### config.mk
export PLATFORM = sky130hd
export DESIGN_NAME = hex_display_scanner_flat
export DESIGN_NICKNAME = d
export VERILOG_FILES = /design/src/rtl/hex_display_scanner_if.sv /design/src/rtl/hex_display_scanner.sv /design/src/flat_wrapper.sv
export SDC_FILE = /design/constraint.sdc
export NUM_CORES = 1
export LEC_CHECK = 0
export CAP_MARGIN = 20
export CORE_MARGIN = 2
export CORE_UTILIZATION = 45
export DETAILED_ROUTE_END_ITERATION = 16
export PLACE_DENSITY = 0.67
export SLEW_MARGIN = 30
export SYNTH_ARGS = -nofsm -noshare
export SYNTH_HDL_FRONTEND = slang
export SYNTH_SLANG_ARGS = --single-unit
### constraint.sdc
create_clock -name clk -period 3.63 [get_ports clk]
set_input_delay 1.089 -clock clk [delete_from_list [all_inputs] [get_ports clk]]
set_output_delay 1.089 -clock clk [all_outputs]
set_load 0.03 [all_outputs]
### src/rtl/hex_display_scanner_if.sv
`timescale 1ns/1ps
// hex_display_scanner_if: valid/ready write port carrying one packed hex word
interface hex_display_scanner_if #(parameter int DIGITS = 8);
    logic                  wr_valid;
    logic [4*DIGITS-1:0]   wr_data;
    logic                  wr_ready;
    modport master(output wr_valid, wr_data, input wr_ready);
    modport slave(input wr_valid, wr_data, output wr_ready);
endinterface

### src/rtl/hex_display_scanner.sv
`timescale 1ns/1ps
// hex_display_scanner: multiplexed common-anode seven-segment scanner with a
// double-buffered hex word, per-slot dead time and leading-zero suppression
module hex_display_scanner #(
    parameter int DIGITS       = 8,
    parameter int PRESCALE     = 50000,
    parameter int BLANK_CYCLES = 16
) (
    input  logic                  clk,
    input  logic                  rst_n,
    input  logic                  en,
    input  logic                  lz_en,
    hex_display_scanner_if.slave  wr,
    output logic [DIGITS-1:0]     an_n,
    output logic [6:0]            seg_n,
    output logic [3:0]            digit_idx,
    output logic                  frame_tick
);
    localparam int CW = $clog2(PRESCALE + 1);
    localparam logic [6:0] SEG_LUT [16] = '{
        7'b1000000, 7'b1111001, 7'b0100100, 7'b0110000,
        7'b0011001, 7'b0010010, 7'b0000010, 7'b1111000,
        7'b0000000, 7'b0010000, 7'b0001000, 7'b0000011,
        7'b1000110, 7'b0100001, 7'b0000110, 7'b0001110
    };

    typedef enum logic [1:0] {IDLE, BLANK, SHOW} state_t;

    state_t              state, state_nx;
    logic [CW-1:0]       cnt, cnt_nx;
    logic [3:0]          dig, dig_nx;
    logic [4*DIGITS-1:0] pend, disp, disp_nx;
    logic                full, slot_end, frame_end, xfer, z;
    logic [DIGITS-1:0]   zero_up, an_nx;
    logic [6:0]          seg_nx;

    assign wr.wr_ready = ~full;
    assign slot_end    = cnt == CW'(PRESCALE - 1);
    assign frame_end   = state != IDLE && slot_end && dig == 4'(DIGITS - 1);
    assign xfer        = full && (state == IDLE || frame_end);
    assign disp_nx     = xfer ? pend : disp;

    always_comb begin
        cnt_nx   = (!en || state == IDLE || slot_end) ? '0 : cnt + CW'(1);
        dig_nx   = (!en || state == IDLE) ? 4'd0 :
                   slot_end ? (dig == 4'(DIGITS - 1) ? 4'd0 : dig + 4'd1) : dig;
        state_nx = !en ? IDLE : (int'(cnt_nx) < BLANK_CYCLES ? BLANK : SHOW);
    end

    // Outputs are built from the next state so the registered pins line up with the FSM.
    always_comb begin
        z       = 1'b1;
        zero_up = '0;
        an_nx   = '1;
        seg_nx  = 7'h7F;
        for (int i = DIGITS - 1; i >= 0; i--) begin
            z          = z && disp_nx[4*i +: 4] == 4'd0;
            zero_up[i] = z;
        end
        for (int i = 0; i < DIGITS; i++)
            if (state_nx == SHOW && 4'(i) == dig_nx && !(lz_en && i != 0 && zero_up[i])) begin
                an_nx[i] = 1'b0;
                seg_nx   = SEG_LUT[disp_nx[4*i +: 4]];
            end
    end

    always_ff @(posedge clk or negedge rst_n)
        if (!rst_n) begin
            state      <= IDLE;
            cnt        <= '0;
            dig        <= '0;
            pend       <= '0;
            disp       <= '0;
            full       <= 1'b0;
            an_n       <= '1;
            seg_n      <= 7'h7F;
            digit_idx  <= '0;
            frame_tick <= 1'b0;
        end else begin
            state      <= state_nx;
            cnt        <= cnt_nx;
            dig        <= dig_nx;
            disp       <= disp_nx;
            full       <= xfer ? 1'b0 : (full | wr.wr_valid);
            if (wr.wr_valid && !full)
                pend <= wr.wr_data;
            an_n       <= an_nx;
            seg_n      <= seg_nx;
            digit_idx  <= dig_nx;
            frame_tick <= frame_end;
        end
endmodule

### src/flat_wrapper.sv
// flat-port wrapper written by rule: the top's interface ports become plain ports
module hex_display_scanner_flat 
#(
    parameter int DIGITS       = 8,
    parameter int PRESCALE     = 50000,
    parameter int BLANK_CYCLES = 16
)
  (clk, rst_n, en, lz_en, an_n, seg_n, digit_idx, frame_tick, wr_wr_valid, wr_wr_data, wr_wr_ready);
  hex_display_scanner_if #(.DIGITS(DIGITS)) wr_i ();
  input  logic clk;
  input  logic rst_n;
  input  logic en;
  input  logic lz_en;
  output logic [DIGITS-1:0] an_n;
  output logic [6:0] seg_n;
  output logic [3:0] digit_idx;
  output logic frame_tick;
  input wire logic [$bits(wr_i.wr_valid)-1:0] wr_wr_valid;
  input wire logic [$bits(wr_i.wr_data)-1:0] wr_wr_data;
  output wire logic [$bits(wr_i.wr_ready)-1:0] wr_wr_ready;
  assign wr_i.wr_valid = wr_wr_valid;
  assign wr_i.wr_data = wr_wr_data;
  assign wr_wr_ready = wr_i.wr_ready;
  hex_display_scanner #(.DIGITS(DIGITS), .PRESCALE(PRESCALE), .BLANK_CYCLES(BLANK_CYCLES)) u_core (.clk(clk), .rst_n(rst_n), .en(en), .lz_en(lz_en), .wr(wr_i), .an_n(an_n), .seg_n(seg_n), .digit_idx(digit_idx), .frame_tick(frame_tick));
endmodule
After elaboration in Yosys (flattened, before gate mapping)
Memory sizes are Yosys's and may differ from the RTL's.
Index checks and enable logic that the tools add are counted.
- RAM bits: 0
- memories: 8
- logic and storage cells: 142
- bits in registers: 103
- input port bits: 37
- bits in latches: 0
- output and inout port bits: 21
- bits in read-only memories: 896
- memories (name ; words ; bits a word ; rd ports ; clocked after memory_dff ; wr ports ; line ; RTL):
    (no name shown) ; 16 ; 7 ; 1 ; 0 ; 0 ; hex_display_scanner.sv:63 ; seg_nx = SEG_LUT[disp_nx[4*i +: 4]];
    (no name shown) ; 16 ; 7 ; 1 ; 0 ; 0 ; hex_display_scanner.sv:63 ;
    (no name shown) ; 16 ; 7 ; 1 ; 0 ; 0 ; hex_display_scanner.sv:63 ;
    (no name shown) ; 16 ; 7 ; 1 ; 0 ; 0 ; hex_display_scanner.sv:63 ;
    (no name shown) ; 16 ; 7 ; 1 ; 0 ; 0 ; hex_display_scanner.sv:63 ;
    (no name shown) ; 16 ; 7 ; 1 ; 0 ; 0 ; hex_display_scanner.sv:63 ;
    2 more memories ; -- ; -- ; -- ; -- ; -- ; -- ;
- $mul: 0
- divide/modulo/power cells: 0
- add/sub/neg operators: 2
- reduce and logical (&&, ||, !) cells: 54
- muxes and demuxes: 40
- shift-type cells: 0
- bitwise operators: 10
- order comparisons: 9
- eq/ne operators: 10
- operator list (kind ; count):
    7-bit two-way mux ; 24
    5-bit >= comparator (second input constant) ; 8
    4-bit inverter with 5-bit output ; 8
    1-bit logical AND ; 32
    4-bit logical NOT ; 8
    32-bit two-way mux ; 1
    16-bit by 1-bit adder with 16-bit output (second input constant) ; 1
    16-bit equality test (second input constant) ; 1
    3-bit by 4-bit equality test with 1-bit output (first input constant) ; 4
    16-bit by 5-bit less-than comparator with 1-bit output (second input constant) ; 1
    16-bit two-way mux ; 1
    4-bit two-way mux ; 3
    1-bit logical NOT ; 9
    1-bit two-way mux ; 9
    2-bit by 4-bit equality test with 1-bit output (first input constant) ; 2
    4-bit by 1-bit adder with 4-bit output (second input constant) ; 1
    1-bit by 4-bit equality test with 1-bit output (first input constant) ; 1
    4-bit by 3-bit equality test with 1-bit output (second input constant) ; 1
    2-bit two-way mux ; 2
    1-bit logical OR ; 3
    2-bit equality test (second input constant) ; 1
    2-bit logical NOT ; 1
    2-bit nonzero test ; 1
    1-bit inverter ; 1
    1-bit bitwise OR ; 1

Logic depth before layout (Yosys ltp)
- depth in word-level cells: 23
- depth in mapped cells: 21
- mapped depth without buffers: 16

Worst setup path after synthesis
No wires, ideal clock.
- path kind: reg2reg
- start point: register, netlist name u_core.digit_idx[1]
- end point: register u_core.seg_n[1]
- arrival time: 3931 ps
- clock period less this slack: 4029 ps
- path slack: -399 ps
- library setup time: 97 ps
- path buffers: 4
- cell stages (with the launch flop): 17
- data required time: 3533 ps
- path through: dfrtp_1 ha_1 nand4b_1 o31a_1 buf_6 buf_12 buf_6 buf_6 mux2i_1 ha_1 nand3_1 nor2_1 nor4b_4 nand4_4 o21ai_4 nor2_2 o41ai_2
- RTL lines (what ; line ; RTL):
    end signal, assigned ; hex_display_scanner.sv:88 ; seg_n <= seg_nx;
    end, declared ; hex_display_scanner.sv:15 ; output logic [6:0] seg_n,

Final worst setup path
- start point: register u_core.cnt[1]
- end point: register u_core.seg_n[4]
- longest elaborated chain between the ends: 23
- elaborated cells on any way between the ends: 105
- classes of those cells: 1 x add/sub; 1 x order compare; 9 x eq/ne; 30 x mux; 8 x bitwise; 48 x reduce/logical; 8 x memory
- ends and longest elaborated chain (what ; line ; RTL):
    start, declared ; hex_display_scanner.sv:30 ; logic [CW-1:0] cnt, cnt_nx;
    start signal, assigned ; hex_display_scanner.sv:81 ; cnt <= cnt_nx;
    branches (longest 22 deep; another with 16-bit by 1-bit adder with 16-bit output) ; -- ;
    7-bit two-way mux (*) ; hex_display_scanner.sv:61 ; if (state_nx == SHOW && 4'(i) == dig_nx && !(lz_en && i != 0 && zero_up[i])) begin
    net u_core.seg_nx[4] ; hex_display_scanner.sv:35 ; logic [6:0] seg_nx;
Mark *: on every way through the listed nets, which the timed path passes. The select of a mux whose other input is x is not followed.
A chain may end at the register's enable or synchronous reset.

==> metrics.csv <==
metric,value,unit
status,completed,
die height,130.3,um
syn_nets,805,
critical path's top delay family,compound AO/OA/AOI/OAI gates,
"Top FF cell, synth",dfrtp_1,
Cell variety after synth,85,
worst slack at placement,-42.94,ps
Commonest cells post-synth,"dfrtp_1 (88), nor2_1 (62), nand2_1 (50), inv_1 (46), ha_1 (44)",
CP cell instances,ha_4 > and3_4 > nand2_4 > o31a_2 > buf_12 > mux2i_4 > ha_4 > nand3_2 > nor2_1 > nor4b_4 > buf_6 > nand4_4 > o21ai_4 > o211ai_1 > a211oi_2,
placed cell count,1039,
Hold Buf Count CTS,0,
Finish-stage setup viols,0,
antenna violation net count after detailed routing,0,
nets,921,
CP Capture Type,register,
Synth area leader,dfrtp_1,
Setup Crit Path Kind,reg -> reg,
# diodes,0,
# clock sinks,103,
setup ws final,150.4,ps
routed len/inst,18.63,um
Worst Setup SP,u_core.cnt[1]$_DFF_PN0_,
site row count,46,
DR DRC count,0,
Crit path largest cell delay,430,ps
Lkg Pwr,3.774,nW
total track usage,24.24,%
Iteration-0 DRC Markers,420,
Clock Tree Buf Depth,2,
CP Launch Type,register,
Mapped Area,7177,sq um
final design utilization,57.11,%
Cells after Synth,724,
Worst EP arrival,3760,ps
# IOs,58,
"EDFF count, synth",0,
FMAX,287.4,MHz
relative slew slack,62.64,%
async set-reset flop share out of synthesis,100.0,%
area fraction of the dominant cell type after synthesis,30.68,%
Max Cap Viol,0,
core area,15710,sq um
Hold Path Class,reg -> reg,
vias in the first global route,5944,
die area,16970,sq um
Initial Util,45.68,%
GRT overflow,0,
CTS tree,done,
fin cells,1061,
cell mode on critical path,ha_4,
worst-margin pin slew,559.3,ps
DR vias/cell,5.651,
worst r2r src,u_core.cnt[1]$_DFF_PN0_,
Crit-path slowest cell,dfrtp_2,
TritonCTS Buffers,9,
top post-synthesis cells by area,"dfrtp_1 (31%), ha_1 (7.7%), dfstp_2 (5.5%)",
initial antenna violation count,0,
Max Slew Vio Count,0,
Clock transition at path regs,70,ps
first-pass GRT wire length,31550,um
Required @ worst endpoint,3910,ps
PD cells,589.0,nW/um^2
worst hold slack,518.6,ps
H-tree depth,3,
register area share after synthesis,36.18,%
DR vias,5996,
IO Port Bufs,57,
worst hold start,u_core.pend[4]$_DFFE_PN0P_,
Syn Area/Cell,9.913,sq um
crit share post-route,95.86,%
Buf/Inv on CP,2,
register bit count reported by yosys,103,
area delta synth->final,25.03,%
maximum vdd drop,424.1,uV
min cycle time layout,3480,ps
PnR Total Power,5.285,mW
Detailed Place HPWL,15340,um
DR pass1 iterations,5,
GP Congestion,0.9501,
Ys Warns,0,
Crit Path Max Fanout,9,
Die X,130.3,um
"Hold Violations, Final",0,
"Clk Latency, worst-skew pair",360,ps
clock root buffer,clkbuf_16,
routed wire length,19760,um
most frequent cell after synthesis,dfrtp_1,
largest net degree at the start of global routing,52,
Fin Clk Skew,8.569,ps
share of post-route cells with drive strength above 1,25.44,%
[cell families (layout without fill, tap and decap cells)]
group                      after synthesis  in the layout  share of synthesized area [%]
AOI/OAI and AO/OA                      159            159                          16.39
xor gates and xnor gates                20             20                          2.441
adders and majority gates               44             44                          7.671
buffers and inverters                   82            203                          5.649
DFF                                    103            103                          36.18
muxes                                   86             86                          15.17
and+or+nand+nor                        230            230                          16.51
[placed cells by master (no fill, tap or decap), types with 10 or more instances in the layout]
cell type,synthesis,layout
buf_4,3,71
nand2_1,50,49
dfstp_2,15,15
nand4_1,10,10
nor2_1,62,61
xor2_1,13,13
ha_1,44,38
mux2i_1,34,28
o22ai_1,16,16
clkdlybuf4s50_1,0,56
nand3_1,36,35
nor3_1,21,21
mux2_2,33,33
dfrtp_1,88,83
inv_1,46,45
o21ai_0,23,23
a21oi_1,30,30
mux2i_4,9,15
[flip-flops by register name, indices dropped and copies added (netlist names)]
name	flops
u_core.cnt	16
u_core.frame_tick	1
u_core.an_n	8
u_core.seg_n	7
u_core.digit_idx	4
u_core.state	2
u_core.full	1
u_core.pend	32
u_core.disp	32
[per-layer routing]
| layer | vias up | part of all wire (%) | GRT usage [%] | wire, um |
|---|---|---|---|---|
| li1 | 2877 | - | - | - |
| met1 | 2925 | 43 | 31.24 | 8594 |
| met2 | 161 | 50 | 41.52 | 9825 |
| met3 | 33 | 4.3 | 3.813 | 856 |
| met4 | 0 | 2.5 | 8.476 | 488 |
| met5 | - | 0 | 0 | 0 |
[worst paths after layout]
check / depth (start not counted) / slack [ps] / to
min: 1 / 520 / u_core.pend[4]$_DFFE_PN0P_
max reg2reg: 15 / 150 / u_core.seg_n[4]$_DFF_PN1_
max in group asynchronous: 2 / 2250 / u_core.seg_n[0]$_DFF_PN1_
min in group asynchronous: 1 / 600 / u_core.frame_tick$_DFF_PN0_
min reg2reg: 1 / 520 / u_core.pend[4]$_DFFE_PN0P_
max: 15 / 150 / u_core.seg_n[4]$_DFF_PN1_
[power by group]
part | internal [mW] | switching [mW]
clock network | 0.624 | 0.447
logic | 1.13 | 1.43
registers | 1.40 | 0.257
total | 3.15 | 2.13
[layout make-up]
cell class | count | area [sq um]
tap | 216 | 270.3
sequential | 103 | 2603
fill | 1358 | 6739
timing repair buffer | 133 | 1205
clock buffer | 11 | 242.7
clock inverter | 5 | 81.33
inverter | 54 | 202.7
multi-input combinational | 539 | 4369
[worst register-to-register path: stages (launching register included)]
cell and delay, ps:
dfrtp_2 430, ha_4 180, and3_4 240, nand2_4 60, o31a_2 390, buf_12 170
mux2i_4 250, ha_4 190, nand3_2 90, nor2_1 130, nor4b_4 230, buf_6 180
nand4_4 160, o21ai_4 320, o211ai_1 190, a211oi_2 210
[stage by stage]
stage / instance area (sq um) / setup TNS [ps]
after global placement: 8558 / 0
final: 8974 / 0
after CTS: 8882 / 0
after global routing: 8974 / -59.49
after detailed placement: 8558 / -42.94
after floorplan: 7355 / -5.988
[timing repair]
| action | in CTS | in global routing |
|---|---|---|
| setup buffers | 0 | 6 |
| endpoints found under the setup margin | 0 | 7 |
| resized for setup | 0 | 9 |
(Power assumes the default switching activity.)
